File: config.mk
export PLATFORM = sky130hd
export DESIGN_NAME = cla_serial_adder_ctrl
export DESIGN_NICKNAME = d
export VERILOG_FILES = /design/src/rtl/cla_pkg.sv /design/src/rtl/cla_carry_generate_2bits.sv /design/src/rtl/cla_pg_chunk_2bits.sv /design/src/rtl/cla_serial_adder_ctrl.sv
export SDC_FILE = /design/constraint.sdc
export NUM_CORES = 1
export LEC_CHECK = 0
export CAP_MARGIN = 20
export CORE_UTILIZATION = 51
export DETAILED_ROUTE_END_ITERATION = 7
export HOLD_SLACK_MARGIN = 0.06
export PLACE_DENSITY = 0.92
export SLEW_MARGIN = 10
export SYNTH_ARGS = -nofsm -noshare
export SYNTH_HDL_FRONTEND = slang
export SYNTH_HIERARCHICAL = 1
export SYNTH_SLANG_ARGS = --single-unit
File: constraint.sdc
create_clock -name clk -period 3.3 [get_ports clk]
set_clock_uncertainty 0.1 [all_clocks]
set_input_delay 0.66 -clock clk [delete_from_list [all_inputs] [get_ports clk]]
set_output_delay 0.66 -clock clk [all_outputs]
set_load 0.03 [all_outputs]
File: src/rtl/cla_pkg.sv
`default_nettype none
// ============================================================================
//  Module      : cla_pkg
//  Description : Shared constants and FSM encoding for the serial
//                carry-lookahead adder sequencer.
//                Optional feature macro used by the slice: CLA_OVF_EN.
//  Revision    : 1.0  initial release
// ============================================================================
package cla_pkg;

   // Bits consumed per clock by the shared lookahead slice.
   localparam int CLA_CHUNK = 2;

   // Sequencer state encoding (explicit 2-bit width).
   typedef logic [1:0] state_t;
   localparam state_t ST_IDLE = 2'd0;
   localparam state_t ST_RUN  = 2'd1;
   localparam state_t ST_DONE = 2'd2;

   // Chunk-counter width: $clog2(WIDTH/2) with a floor of one bit so a
   // single-chunk adder still has a legal counter.
   function automatic int idx_width(input int width);
      int nchunk;
      nchunk = width / CLA_CHUNK;
      if (nchunk <= 1)
         return 1;
      return $clog2(nchunk);
   endfunction

endpackage
`default_nettype wire

File: src/rtl/cla_carry_generate_2bits.sv
`default_nettype none
// ============================================================================
//  Module      : cla_carry_generate_2bits
//  Description : 2-bit carry-lookahead generator. Produces the carry into
//                bit 1 and the carry out of bit 1 directly from p/g/cin.
//  Ports       : p[1:0], g[1:0] - propagate / generate terms (in)
//                cin            - carry into bit 0 (in)
//                c0             - carry into bit 1 (out)
//                c1             - carry out of the 2-bit group (out)
//  Revision    : 1.0  initial release
// ============================================================================
module cla_carry_generate_2bits (
   input  logic [1:0] p,
   input  logic [1:0] g,
   input  logic       cin,
   output logic       c0,
   output logic       c1
);

   assign c0 = g[0] | (p[0] & cin);
   assign c1 = g[1] | (p[1] & g[0]) | (p[1] & p[0] & cin);

endmodule
`default_nettype wire

File: src/rtl/cla_pg_chunk_2bits.sv
`default_nettype none
// ============================================================================
//  Module      : cla_pg_chunk_2bits
//  Description : Purely combinational 2-bit adder chunk: p/g generation, one
//                lookahead carry generator and the sum XORs.
//  Ports       : a[1:0], b[1:0] - operand chunk (in)
//                cin            - carry into the chunk (in)
//                s[1:0]         - chunk sum (out)
//                c0             - carry into the chunk's upper bit (out)
//                c1             - chunk carry-out (out)
//  Revision    : 1.0  initial release
// ============================================================================
module cla_pg_chunk_2bits (
   input  logic [1:0] a,
   input  logic [1:0] b,
   input  logic       cin,
   output logic [1:0] s,
   output logic       c0,
   output logic       c1
);

   logic [1:0] w_p;
   logic [1:0] w_g;

   assign w_p = a ^ b;
   assign w_g = a & b;

   cla_carry_generate_2bits u_cgen (
      .p   (w_p),
      .g   (w_g),
      .cin (cin),
      .c0  (c0),
      .c1  (c1)
   );

   assign s[0] = w_p[0] ^ cin;
   assign s[1] = w_p[1] ^ c0;

endmodule
`default_nettype wire

File: src/rtl/cla_serial_adder_ctrl.sv
`default_nettype none
// ============================================================================
//  Module      : cla_serial_adder_ctrl
//  Description : Multi-cycle sequencer adding two WIDTH-bit operands two bits
//                per clock through one shared 2-bit lookahead chunk. Operands
//                are latched on an accepted start, chunks are processed
//                LSB->MSB with a registered ripple carry, and the result is
//                presented registered with a one-cycle done pulse.
//  Config      : CLA_OVF_EN - adds the 'ovf' output (two's-complement
//                overflow, registered with cout).
//  Ports       : clk, rst (async, active-high)
//                start        - request, accepted only while ready=1
//                a, b, cin    - operands, sampled on accepted start
//                ready        - IDLE or DONE
//                busy         - RUN
//                done         - one-cycle result-valid pulse
//                sum, cout    - registered result, held until next accept
//                ovf          - (CLA_OVF_EN only) signed overflow
//  Revision    : 1.0  initial release
// ============================================================================
module cla_serial_adder_ctrl #(
   parameter int WIDTH = 16
) (
   input  logic             clk,
   input  logic             rst,
   input  logic             start,
   input  logic [WIDTH-1:0] a,
   input  logic [WIDTH-1:0] b,
   input  logic             cin,
   output logic             ready,
   output logic             busy,
   output logic             done,
   output logic [WIDTH-1:0] sum,
   output logic             cout
`ifdef CLA_OVF_EN
   ,
   output logic             ovf
`endif
);

   import cla_pkg::*;

   localparam int NCHUNK = WIDTH / CLA_CHUNK;
   localparam int IDXW   = idx_width(WIDTH);
   localparam logic [IDXW-1:0] LAST_IDX = IDXW'(NCHUNK - 1);

   generate
      if ((WIDTH < 2) || ((WIDTH % 2) != 0)) begin : g_width_check
         $error("cla_serial_adder_ctrl: WIDTH must be even and >= 2");
      end
   endgenerate

   state_t           r_state;
   logic [IDXW-1:0]  r_idx;
   logic             r_carry;
   logic [WIDTH-1:0] r_a;
   logic [WIDTH-1:0] r_b;
   logic [WIDTH-1:0] r_sum;
   logic             r_cout;
   logic             r_done;
`ifdef CLA_OVF_EN
   logic             r_ovf;
`endif

   // Bit offset of the current chunk: idx*2.
   logic [IDXW:0]    w_lo;
   logic [1:0]       w_a2;
   logic [1:0]       w_b2;
   logic [1:0]       w_s2;
   logic             w_c0;
   logic             w_c1;
   logic             w_accept;

   assign w_lo = {r_idx, 1'b0};
   assign w_a2 = r_a[w_lo +: 2];
   assign w_b2 = r_b[w_lo +: 2];

   cla_pg_chunk_2bits u_chunk (
      .a   (w_a2),
      .b   (w_b2),
      .cin (r_carry),
      .s   (w_s2),
      .c0  (w_c0),
      .c1  (w_c1)
   );

   // start is only honoured while ready; in RUN it is ignored entirely.
   assign w_accept = start && ((r_state == ST_IDLE) || (r_state == ST_DONE));

   always_ff @(posedge clk or posedge rst) begin
      if (rst) begin
         r_state <= ST_IDLE;
         r_idx   <= '0;
         r_carry <= 1'b0;
         r_a     <= '0;
         r_b     <= '0;
         r_sum   <= '0;
         r_cout  <= 1'b0;
         r_done  <= 1'b0;
`ifdef CLA_OVF_EN
         r_ovf   <= 1'b0;
`endif
      end else begin
         // done is a single-cycle pulse, even when a new add is accepted
         // straight out of DONE.
         r_done <= 1'b0;
         case (r_state)
            ST_RUN: begin
               r_sum[w_lo +: 2] <= w_s2;
               r_carry          <= w_c1;
               r_idx            <= r_idx + 1'b1;
               if (r_idx == LAST_IDX) begin
                  r_state <= ST_DONE;
                  r_done  <= 1'b1;
                  r_cout  <= w_c1;
`ifdef CLA_OVF_EN
                  // In the last chunk c0 is the carry into the MSB.
                  r_ovf   <= w_c0 ^ w_c1;
`endif
               end
            end
            ST_IDLE, ST_DONE: begin
               if (w_accept) begin
                  // sum/cout are intentionally left untouched here; they
                  // keep the previous result until overwritten chunk-wise.
                  r_a     <= a;
                  r_b     <= b;
                  r_carry <= cin;
                  r_idx   <= '0;
                  r_state <= ST_RUN;
               end else begin
                  r_state <= ST_IDLE;
               end
            end
            default: r_state <= ST_IDLE;
         endcase
      end
   end

   assign ready = (r_state == ST_IDLE) || (r_state == ST_DONE);
   assign busy  = (r_state == ST_RUN);
   assign done  = r_done;
   assign sum   = r_sum;
   assign cout  = r_cout;
`ifdef CLA_OVF_EN
   assign ovf   = r_ovf;
`endif

endmodule
`default_nettype wire
Yosys cells after proc, flatten, opt, wreduce, memory -nomap -nowiden:

Index checks and enable logic that the tools add are counted.

* word-level logic and storage cells: 48
* output and inout port bits: 20
* register bits: 56
* input bits: 36

* mux-type cells: 10
* shift operators: 4
* eq/ne operators: 5
* bitwise gates (word level): 11
* $add $sub $neg: 2
* reductions and logical operators: 8

Operators with widths (number)
* $shiftx 16x5->2: 2
* $bwmux 16: 1
* $shift 2x6->16 const A: 1
* $shiftx 2x6->16: 1
* $neg 4->6: 1
* $pmux 3 s2: 1
* $reduce_and 2->1: 3
* $and 1x1->1: 4
* $mux 1: 4
* $pmux 2 s2: 1
* $add 3x1->3 const B: 1
* $eq 3x3->1 const B: 1
* $mux 3: 1
* $or 1x1->1: 3
* $and 2x2->2: 1
* $eq 2x1->1 const B: 1
* $eq 2x2->1 const B: 1
* $logic_not 2->1: 1
* $mux 2: 1
* $ne 2x1->1 const B: 1
* $ne 2x2->1 const B: 1
* $pmux 1 s2: 1
* $reduce_bool 2->1: 1
* $reduce_or 2->1: 1
* other kinds (4): 5

Depth between registers and ports, before layout:

* depth in word-level cells: 7
* gate-level depth with buffers: 11
* gate-level depth less buffers: 9

By module:

Netlist, hierarchy kept.

Modules (own cells, without submodules)
* cla_serial_adder_ctrl: seq. area each 1401.3 µm², cells an instance 253, area each 2618.8 µm², instances 1
* cla_pg_chunk_2bits: seq. area each 0.0 µm², cells an instance 4, area each 42.5 µm², instances 1
* cla_carry_generate_2bits: seq. area each 0.0 µm², cells an instance 2, area each 15.0 µm², instances 1

Worst setup path after synthesis:

Ideal clock, no wire load.

* path kind: reg-to-reg
* start point: reg r_idx[2]
* end point: reg r_sum[3] (netlist: sum[3])
* clock period less this slack: 2.675 ns
* data arrival time: 2.450 ns
* buffers on the path: 1
* cell stages (with the launch flop): 10
* setup slack: 0.625 ns
* required time: 3.075 ns
* library setup time: 0.125 ns
* path through: dfrtp_1 > clkbuf_1 > mux4_2 > nand2_1 > nand2_1 > ha_1 > a21o_1 > xor2_1 > and3_1 > mux2_2

* longest elaborated chain between the ends: 7
* elaborated cells between the ends (all ways): 12
* classes of those cells: add/sub: 1; shift: 4; mux: 1; bitwise: 6

Ends and longest elaborated chain
* from (decl): line cla_serial_adder_ctrl.sv:54 `logic [IDXW-1:0] r_idx;`
* from (signal assigned): line cla_serial_adder_ctrl.sv:111 `r_idx <= r_idx + 1'b1;`
* $shiftx 16x5->2: line cla_serial_adder_ctrl.sv:75 `assign w_a2 = r_a[w_lo +: 2];`
* net w_a2[0]: line cla_serial_adder_ctrl.sv:67 `logic [1:0] w_a2;`
* $xor 2x2->2: line cla_pg_chunk_2bits.sv:25 `assign w_p = a ^ b;`
* net u_chunk.w_p[0]: line cla_pg_chunk_2bits.sv:22 `logic [1:0] w_p;`
* $and 1x1->1: line cla_carry_generate_2bits.sv:20 `assign c0 = g[0] | (p[0] & cin);`
* $or 1x1->1: line cla_carry_generate_2bits.sv:20
* net w_c0: line cla_serial_adder_ctrl.sv:70 `logic w_c0;`
* $xor 1x1->1: line cla_pg_chunk_2bits.sv:37 `assign s[1] = w_p[1] ^ c0;`
* net w_s2[1]: line cla_serial_adder_ctrl.sv:69 `logic [1:0] w_s2;`
* $shiftx 2x6->16: line cla_serial_adder_ctrl.sv:109 `r_sum[w_lo +: 2] <= w_s2;`
* $bwmux 16: line cla_serial_adder_ctrl.sv:109
* to (signal, indexed assignment): line cla_serial_adder_ctrl.sv:109
* to (decl): line cla_serial_adder_ctrl.sv:58 `logic [WIDTH-1:0] r_sum;`

The timed path passes the listed nets, and every way through them passes these cells.
A chain may end at the register's enable or synchronous reset.

Final worst setup path:

* start point: reg r_idx[0]
* end point: reg r_sum[15] (netlist: sum[15])

Same word-level chain as after synthesis.

==> impl_metrics.py <==
metrics = {
    "status": {
        "status": "completed",
    },
    "sta": {
        "drv_slew": 0,
        "post-route-min-period_ns": 2.97,
        "hold_viol_final": 0,
        "tightest_slew_ns": 0.834,
        "holdWs_ns": 0.379,
        "period_share_pct": 89.9,
        "setup_tns_ns": 0,
        "rsz0062_at_grt": "false",
        "setup_viol": 0,
        "timing.fmax_mhz": 337,
        "max_slew_margin_pct": 44.4,
    },
    "clock_network": {
        "cts_tree": "built",
        "numClockSinks": 56,
        "cts.repair.resized": 0,
        "postCtsSetupRepairBufs": 0,
        "cts_root_buffer": "clkbuf_8",
        "clk_latency_ns": 0.30,
        "path_clk_slew_ns": 0.09,
        "cts-buffers-inserted": 5,
        "htreeDepth": 2,
        "clock_path_buffers": 2,
        "ctsHoldBuffers": 0,
    },
    "yosys": {
        "synthFlopType": "dfrtp_1",
        "ys_seq_area_share_pct": 52.4,
        "synth_seq_cells": 56,
        "yosys_warnings": 6,
        "synth_edf_count": 0,
        "syn_avg_cell_area_sq_um": 10.3,
        "netlist_area_sq_um": 2680,
        "netlist_instances": 259,
        "synthArstFlopShare_pct": 100,
        "ys_types": 33,
        "synth_fp_nets": 304,
    },
    "placed_design": {
        "hpwl_um": 4050,
        "place_congestion": 0.818,
        "port_buffers": 55,
    },
    "layout": {
        "layout_common_cells": "110 x nand2_1, 56 x dfrtp_1, 55 x clkdlybuf4s50_1",
        "final_common_cell": "nand2_1",
        "drive_gt1_share_pct": 11.5,
        "diodes": 0,
        "syn_to_final_growth_pct": 27.3,
        "finish.net_count": 358,
    },
    "min_path": {
        "min_delay_path_depth": 2,
        "worstHoldStart": "r_b[1]",
        "hold_end": "r_b[1]",
        "hold_class": "reg -> reg",
    },
    "drt": {
        "post_drt_via_cell_ratio": 5.07,
        "postRouteAntennaNets": 0,
        "drt-wirelength-per-cell_um": 13.8,
        "drt_iter0_drc": 96,
        "wl_um": 5280,
        "dr.pass1.iters": 4,
        "drc": 0,
        "vias": 1948,
    },
    "power_and_ir_drop": {
        "leakage_nw": 1.68,
        "pwr_density_cell_nw_per_um2": 998,
        "ir_drop_v": 0.000544,
    },
    "critical_path": {
        "crit_path_end_kind": "flip-flop",
        "critical_path_class": "reg -> reg",
        "path_max_fanout": 11,
        "critical_path_required_ns": 3.45,
        "rr_worst_depth": 8,
        "rr_startpoint": "r_idx[0]",
        "cp.arrival_ns": 3.12,
        "rrSetupSlack_ns": 0.33,
        "start_kind": "flip-flop",
        "rr_endpoint": "sum[15]",
    },
    "grt": {
        "grt_max_degree": 27,
        "gr-total-overflow": 0,
        "first_global_vias": 1995,
        "grtUsageTotal_pct": 21.7,
        "antenna_found_initial": 0,
        "grt_pass1_wl_um": 9040,
    },
    "floorplan": {
        "dieArea_sq_um": 5540,
        "die_y_um": 74.4,
        "rows": 26,
        "die_w_um": 74.4,
        "start_util_pct": 52.7,
        "core-area_sq_um": 5070,
        "io_pins": 56,
    },
    "run": {
        "drv_cap": 0,
    },
}
[state kept, by name, summed over array words and instances (netlist names)]
signal and flops:
r_carry 1, sum 16, r_b 16, r_idx 3, done 1, r_a 16
cout 1, r_state 2
[per-layer routing]
layer | track usage (%) | vias up | wire (um)
met5 | 0 | - | 0
met4 | 5.66 | 0 | 51
met3 | 3.25 | 5 | 118
met2 | 39.3 | 39 | 2810
met1 | 27.0 | 940 | 2300
li1 | - | 964 | -
[power by group]
part           total (W)  internal [W]  switching [W]
sequential       0.00120      0.000986       0.000218
clock           0.000433      0.000225       0.000207
combinational    0.00177      0.000818       0.000947
total            0.00340       0.00203        0.00137
[Yosys cell counts (2+ instances only)]
cell	count	share of area [%]
a22o_1	2	0.65
nand2b_1	4	0.93
clkbuf_1	12	1.7
nand2_1	110	15
nor2b_1	3	0.70
nor3b_1	2	0.56
a21o_1	2	0.56
nor3_1	2	0.37
mux2_2	14	5.9
and4_1	3	0.98
ha_1	9	4.2
nor2_1	2	0.28
nand4b_1	2	0.65
xor2_1	2	0.65
mux4_2	3	2.5
nand3_1	3	0.56
and2_1	2	0.47
inv_1	6	0.84
mux2_4	2	1.1
mux4_1	5	4.9
o21ai_0	2	0.37
dfrtp_1	56	52
[cell families after synthesis]
logic type	share of synthesized area, %
and+or+nand+nor	22.4
DFF	52.4
muxes	14.8
buffers and inverters	3.13
AOI/OAI and AO/OA	2.43
adders and majority gates	4.21
xor gates and xnor gates	0.655
[through the flow]
step | power (W) | utilization [%] | setup slack [ns] | std cells | instance area, sq um
global placement | 0.00290 | 65.0 | 0.552 | 376 | 3300
finish | 0.00340 | 67.2 | 0.332 | 384 | 3410
floorplan | 0.00244 | - | 0.625 | 259 | 2680
detailed placement | 0.00298 | 65.0 | 0.397 | 376 | 3300
CTS | 0.00342 | 67.2 | 0.372 | 384 | 3410
global route | 0.00367 | 67.2 | 0.186 | 384 | 3410
[cell type report]
type                    count  area [sq um]
fillers                   398          1670
flip-flops and latches     56          1400
multi-input cells         183          1190
inverters                   6          22.5
repair buffers             61           596
clock inverters             2          35.0
clock buffers               6          72.6
well taps                  70          87.6
[how the worst max path moves through the flow]
stage / startpoint / to / slack [ns]
5_1_grt: r_idx[0] / sum[15] / 0.19
4_1_cts: r_idx[0] / sum[15] / 0.37
3_5_place_dp: r_idx[0] / sum[15] / 0.40
3_3_place_gp: r_idx[0] / sum[7] / 0.55
2_1_floorplan: r_idx[2] / sum[3] / 0.62
6_report: r_idx[0] / sum[15] / 0.33
[critical path: stages (launching register included)]
cell	delay (ns)
dfrtp_1	0.65
mux4_1	0.61
nand2_1	0.08
nand2_1	0.06
ha_1	0.32
a21o_1	0.21
xor2_1	0.30
nor3b_1	0.36
mux2_2	0.22
Note: power is estimated with default switching activity, not from simulation.
